--- src/rtl/id_ex_stage.sv ---
// ID/EX pipeline register for the 32-bit MIPS pipeline: writeback bypass into the
// captured operands, load-use hazard detection with bubble insertion, branch flush.
module id_ex_stage #(
    parameter int DATA_W      = 32,
    parameter int REG_AW      = 5,
    parameter int CTRL_W      = 12,
    parameter int STALL_CNT_W = 16
) (
    input  logic                   clock_i,
    input  logic                   reset_n_i,
    input  logic                   id_valid_i,
    input  logic [REG_AW-1:0]      id_rs_i,
    input  logic [REG_AW-1:0]      id_rt_i,
    input  logic [REG_AW-1:0]      id_rd_i,
    input  logic                   id_uses_rt_i,
    input  logic [DATA_W-1:0]      id_a_i,
    input  logic [DATA_W-1:0]      id_b_i,
    input  logic [DATA_W-1:0]      id_imm_i,
    input  logic [CTRL_W-1:0]      id_ctrl_i,
    input  logic                   wb_we_i,
    input  logic [REG_AW-1:0]      wb_wrreg_i,
    input  logic [DATA_W-1:0]      wb_data_i,
    input  logic                   flush_i,
    output logic                   stall_if_o,
    output logic                   ex_valid_o,
    output logic [CTRL_W-1:0]      ex_ctrl_o,
    output logic [DATA_W-1:0]      ex_a_o,
    output logic [DATA_W-1:0]      ex_b_o,
    output logic [DATA_W-1:0]      ex_imm_o,
    output logic [REG_AW-1:0]      ex_rs_o,
    output logic [REG_AW-1:0]      ex_rt_o,
    output logic [REG_AW-1:0]      ex_dest_o,
    output logic [STALL_CNT_W-1:0] stall_count_o
);

    localparam int CTRL_MEM_READ = 1;
    localparam int CTRL_REG_DST  = 2;

    logic                   ex_valid_q, ex_valid_d;
    logic [CTRL_W-1:0]      ex_ctrl_q, ex_ctrl_d;
    logic [DATA_W-1:0]      ex_a_q, ex_a_d;
    logic [DATA_W-1:0]      ex_b_q, ex_b_d;
    logic [DATA_W-1:0]      ex_imm_q, ex_imm_d;
    logic [REG_AW-1:0]      ex_rs_q, ex_rs_d;
    logic [REG_AW-1:0]      ex_rt_q, ex_rt_d;
    logic [REG_AW-1:0]      ex_dest_q, ex_dest_d;
    logic [STALL_CNT_W-1:0] stall_cnt_q, stall_cnt_d;

    logic [DATA_W-1:0] rf_val [2];
    logic [REG_AW-1:0] src_reg [2];
    logic [DATA_W-1:0] op_val [2];
    logic [REG_AW-1:0] dest;
    logic              hazard;

    assign rf_val[0]  = id_a_i;
    assign rf_val[1]  = id_b_i;
    assign src_reg[0] = id_rs_i;
    assign src_reg[1] = id_rt_i;

    // Writeback lands in the regfile at the same edge we capture, so forward it here.
    // Register 0 is hard-wired to zero and must never pick up forwarded data.
    genvar gi;
    generate
        for (gi = 0; gi < 2; gi++) begin : g_bypass
            assign op_val[gi] = (wb_we_i && (wb_wrreg_i != '0) && (wb_wrreg_i == src_reg[gi]))
                                ? wb_data_i : rf_val[gi];
        end
    endgenerate

    assign dest = id_ctrl_i[CTRL_REG_DST] ? id_rd_i : id_rt_i;

    assign hazard = id_valid_i && ex_valid_q && ex_ctrl_q[CTRL_MEM_READ] && (ex_dest_q != '0)
                    && ((ex_dest_q == id_rs_i) || (id_uses_rt_i && (ex_dest_q == id_rt_i)));

    assign stall_if_o = hazard && !flush_i;

    always_comb begin
        ex_valid_d  = ex_valid_q;
        ex_ctrl_d   = ex_ctrl_q;
        ex_a_d      = ex_a_q;
        ex_b_d      = ex_b_q;
        ex_imm_d    = ex_imm_q;
        ex_rs_d     = ex_rs_q;
        ex_rt_d     = ex_rt_q;
        ex_dest_d   = ex_dest_q;
        stall_cnt_d = stall_cnt_q;

        if (flush_i) begin
            ex_valid_d = 1'b0;
            ex_ctrl_d  = '0;
            ex_dest_d  = '0;
        end else if (hazard) begin
            ex_valid_d = 1'b0;
            ex_ctrl_d  = '0;
            ex_dest_d  = '0;
            if (stall_cnt_q != '1) begin
                stall_cnt_d = stall_cnt_q + 1'b1;
            end
        end else begin
            ex_valid_d = id_valid_i;
            ex_ctrl_d  = id_valid_i ? id_ctrl_i : '0;
            ex_a_d     = op_val[0];
            ex_b_d     = op_val[1];
            ex_imm_d   = id_imm_i;
            ex_rs_d    = id_rs_i;
            ex_rt_d    = id_rt_i;
            ex_dest_d  = id_valid_i ? dest : '0;
        end
    end

    always_ff @(posedge clock_i or negedge reset_n_i) begin
        if (!reset_n_i) begin
            ex_valid_q  <= 1'b0;
            ex_ctrl_q   <= '0;
            ex_a_q      <= '0;
            ex_b_q      <= '0;
            ex_imm_q    <= '0;
            ex_rs_q     <= '0;
            ex_rt_q     <= '0;
            ex_dest_q   <= '0;
            stall_cnt_q <= '0;
        end else begin
            ex_valid_q  <= ex_valid_d;
            ex_ctrl_q   <= ex_ctrl_d;
            ex_a_q      <= ex_a_d;
            ex_b_q      <= ex_b_d;
            ex_imm_q    <= ex_imm_d;
            ex_rs_q     <= ex_rs_d;
            ex_rt_q     <= ex_rt_d;
            ex_dest_q   <= ex_dest_d;
            stall_cnt_q <= stall_cnt_d;
        end
    end

    assign ex_valid_o    = ex_valid_q;
    assign ex_ctrl_o     = ex_ctrl_q;
    assign ex_a_o        = ex_a_q;
    assign ex_b_o        = ex_b_q;
    assign ex_imm_o      = ex_imm_q;
    assign ex_rs_o       = ex_rs_q;
    assign ex_rt_o       = ex_rt_q;
    assign ex_dest_o     = ex_dest_q;
    assign stall_count_o = stall_cnt_q;

endmodule
--- config.mk ---
export PLATFORM = sky130hd
export DESIGN_NAME = id_ex_stage
export DESIGN_NICKNAME = d
export VERILOG_FILES = /design/src/rtl/id_ex_stage.sv
export SDC_FILE = /design/constraint.sdc
export NUM_CORES = 1
export LEC_CHECK = 0
export ABC_AREA = 1
export CELL_PAD_IN_SITES_DETAIL_PLACEMENT = 1
export CELL_PAD_IN_SITES_GLOBAL_PLACEMENT = 1
export CORE_ASPECT_RATIO = 1.75
export CORE_MARGIN = 1.5
export CORE_UTILIZATION = 30
export DETAILED_ROUTE_END_ITERATION = 8
export PLACE_DENSITY = 0.89
export RECOVER_POWER = 25
export SYNTH_ARGS = -nofsm -noshare
export SYNTH_HDL_FRONTEND = slang
export SYNTH_SLANG_ARGS = --single-unit
--- constraint.sdc ---
create_clock -name clock_i -period 4.1 [get_ports clock_i]
set_clock_uncertainty 0.15 [all_clocks]
set_input_delay 0.82 -clock clock_i [delete_from_list [all_inputs] [get_ports clock_i]]
set_output_delay 0.82 -clock clock_i [all_outputs]
set_load 0.02 [all_outputs]
==> flow_summary.toml <==
[run_status]
status = "finished with violations"
violations = "max-capacitance violations, max-slew violations"

[sta]
layout_min_cycle_time_ns = 3.80
worst_slew_pin_slew_ns = 1.70
clock.fmax_mhz = 263
slew_headroom_pct = -13.2
slew_viol_final = 67
setup_tns_ns = 0
setup_viol = 0
rsz0062_at_grt = "no"
hold_viol = 0
period_share_pct = 92.8

[clock_tree]
post_cts_buffers = 0
clk_latency_ns = 0.44
cts-root-buf = "clkbuf_16"
cts_hold_buf = 0
htree_levels = 4
clock_sinks = 140
cts_buffer_depth = 2
clk_pin_slew_ns = 0.06
tritoncts = "built"
cts_resized = 0
numCtsBuffers = 17

[routing]
antenna_left = 0
routedWlPerCell_microns = 18.3
wl_met1_mm = 10.2
dr_total_vias = 7300
drt_first_pass_iters = 6
routed_wl_mm = 27.9
route.met2.wl_mm = 14.5
dr_wl_met3_mm = 1.63
dr.first_iter.drc_count = 310
drt-vias-per-instance = 4.80
routed.top_layer = "met4"
drc_errors = 0

[critical_path]
critical_path.max_fanout = 4
end_kind = "primary output"
cp_top_family = "buffers and inverters"
required_ns = 3.13
path_cells = "clkdlybuf4s50_1, inv_1, nand2_1, nand2_1, nor2_1, nand3_1, nand2_2, nand2_2, nor2_1, clkdlybuf4s50_1"
max_stage_delay_ns = 0.66
arrival_ns = 2.83
crit_slowest_cell = "clkdlybuf4s50_1"
path_buf_inv = 3
crit_type = "primary input to primary output"
cp-start-kind = "primary input"

[placement]
gp_congestion = 0.879
hpwl_mm = 20.1
portBuffers = 306

[layout]
final_cell_mix = "nand2_1 (517), clkdlybuf4s50_1 (305), dfrtp_1 (140), nand3_1 (91), nor2_1 (38)"
nNetsFinal = 1378
final_common_cell = "nand2_1"
antenna_cells = 0
synthToLayoutAreaGrowth_pct = 55.5
drive_gt1_share_pct = 4.34
utilization_pct = 47.4

[yosys]
avgSynthCellArea_sq_um = 7.46
ys_seq_area_share_pct = 51.0
synth_warnings = 0
synth_cell_types = 23
synth_cells = 921
synth_seq_cells = 140
syn-num-nets = 1088
syn_area_sq_um = 6870

[power_and_ir_drop]
powerDensity_nw_per_um2 = 362
cellLeakagePower_uw = 0.00521
peakVddDrop_mv = 0.269

[floorplanning]
dieArea_sq_um = 23900
initial_core_util_pct = 30.5
fp.dieW_microns = 117
coreArea_sq_um = 22600
num_io_pins = 307
die_h_microns = 203
rows = 73

[grt]
grt_max_degree = 122
antenna_found_initial = 0
grt_remaining_overflow = 0
grt_pass1_wl_mm = 44.1
grtUsageTotal_pct = 23.9
grt_pass1_vias = 8147

[worst_hold_path]
min_path_type = "flip-flop to flip-flop"

[run]
cap_violations = 1
[cell usage after synthesis]
cell type | n | area share (%)
nand2_1 | 517 | 28
dfrtp_1 | 140 | 51
nand3_1 | 91 | 6.6
nor2_1 | 42 | 2.3
buf_2 | 22 | 1.6
inv_1 | 20 | 1.1
buf_6 | 14 | 2.3
xnor2_1 | 13 | 1.7
xor2_1 | 11 | 1.4
clkbuf_1 | 10 | 0.55
o21ai_0 | 9 | 0.66
nor3_1 | 8 | 0.58
a21oi_1 | 5 | 0.36
inv_2 | 5 | 0.27
nand4_1 | 4 | 0.36
nand2_2 | 3 | 0.27
buf_1 | 1 | 0.055
ha_1 | 1 | 0.18
nand3b_1 | 1 | 0.11
nor2_2 | 1 | 0.091
nor3_2 | 1 | 0.15
o21ai_1 | 1 | 0.073
o21bai_1 | 1 | 0.11
[logic make-up (layout without fill, tap and decap cells)]
logic type | count (synthesis) | count (layout) | share of synthesized area [%]
xor gates and xnor gates | 24 | 24 | 3.06
buffers and inverters | 72 | 373 | 5.86
and+or+nand+nor | 668 | 668 | 38.7
adders and majority gates | 1 | 1 | 0.182
AOI/OAI and AO/OA | 16 | 16 | 1.20
DFF | 140 | 140 | 51.0
[worst reg2reg max path, cell delays in order (launching register included)]
cell	delay [ns]
dfrtp_1	0.47
inv_1	0.12
nand2_1	0.08
nand2_1	0.06
nor2_1	0.12
nand3_1	0.10
nand2_2	0.13
nand2_2	0.07
buf_4	0.19
nand2_4	0.09
buf_12	0.43
o21ai_0	0.24
[registers in the layout, indices dropped and copies added, names as in the netlist]
register       flops
ex_dest_o          5
ex_ctrl_o         12
ex_valid_o         1
ex_rs_o            5
ex_b_o            32
ex_a_o            32
ex_imm_o          32
ex_rt_o            5
stall_count_o     16
[metal layers]
layer	vias to the layer above	track usage, %
li1	3435	-
met1	3510	24.3
met3	86	6.57
met5	-	0
met2	269	43.1
met4	0	15.3
[worst paths after layout]
check	start	end	slack, ns	depth (start not counted)
worst max-delay path	id_rt_i[2]	stall_if_o	0.30	10
worst min-delay path	ex_b_o[9]$_DFFE_PN0P_	ex_b_o[9]$_DFFE_PN0P_	0.33	2
worst max register to register	ex_dest_o[4]$_DFF_PN0_	ex_rs_o[1]$_DFFE_PN0P_	1.69	11
worst min register to register	ex_b_o[9]$_DFFE_PN0P_	ex_b_o[9]$_DFFE_PN0P_	0.33	2
max in group asynchronous	reset_n_i	ex_imm_o[13]$_DFFE_PN0P_	1.15	2
min in group asynchronous	reset_n_i	ex_a_o[23]$_DFFE_PN0P_	0.63	1
[area by class of cell]
| class | count | area (sq um) |
|---|---|---|
| Sequential cell | 140 | 3500 |
| Fill cell | 2767 | 11900 |
| Timing Repair Buffer | 318 | 3170 |
| Clock inverter | 7 | 67.6 |
| Clock buffer | 23 | 468 |
| Multi-Input combinational cell | 709 | 3000 |
| Inverter | 25 | 95.1 |
| Tap cell | 300 | 375 |
[power by group]
group          leakage, uW  internal [uW]  switching (uW)
clock network     0.000255            854             605
logic              0.00320            400             460
registers          0.00176           1490            62.0
[per-stage QoR]
| step | cell area (sq um) | power (uW) | cells | setup WS [ns] | hold slack, ns |
|---|---|---|---|---|---|
| 2_1_floorplan | 6870 | 1920 | 921 | 1.52 | 0.374 |
| 3_3_place_gp | 10200 | 2410 | 1492 | 0.403 | 0.310 |
| 3_5_place_dp | 10200 | 2440 | 1492 | 0.337 | 0.315 |
| 4_1_cts | 10700 | 3920 | 1522 | 0.306 | 0.243 |
| 5_1_grt | 10700 | 4030 | 1522 | 0.141 | 0.342 |
| 6_report | 10700 | 3870 | 1522 | 0.296 | 0.327 |
Note: power is estimated with default switching activity, not from simulation.
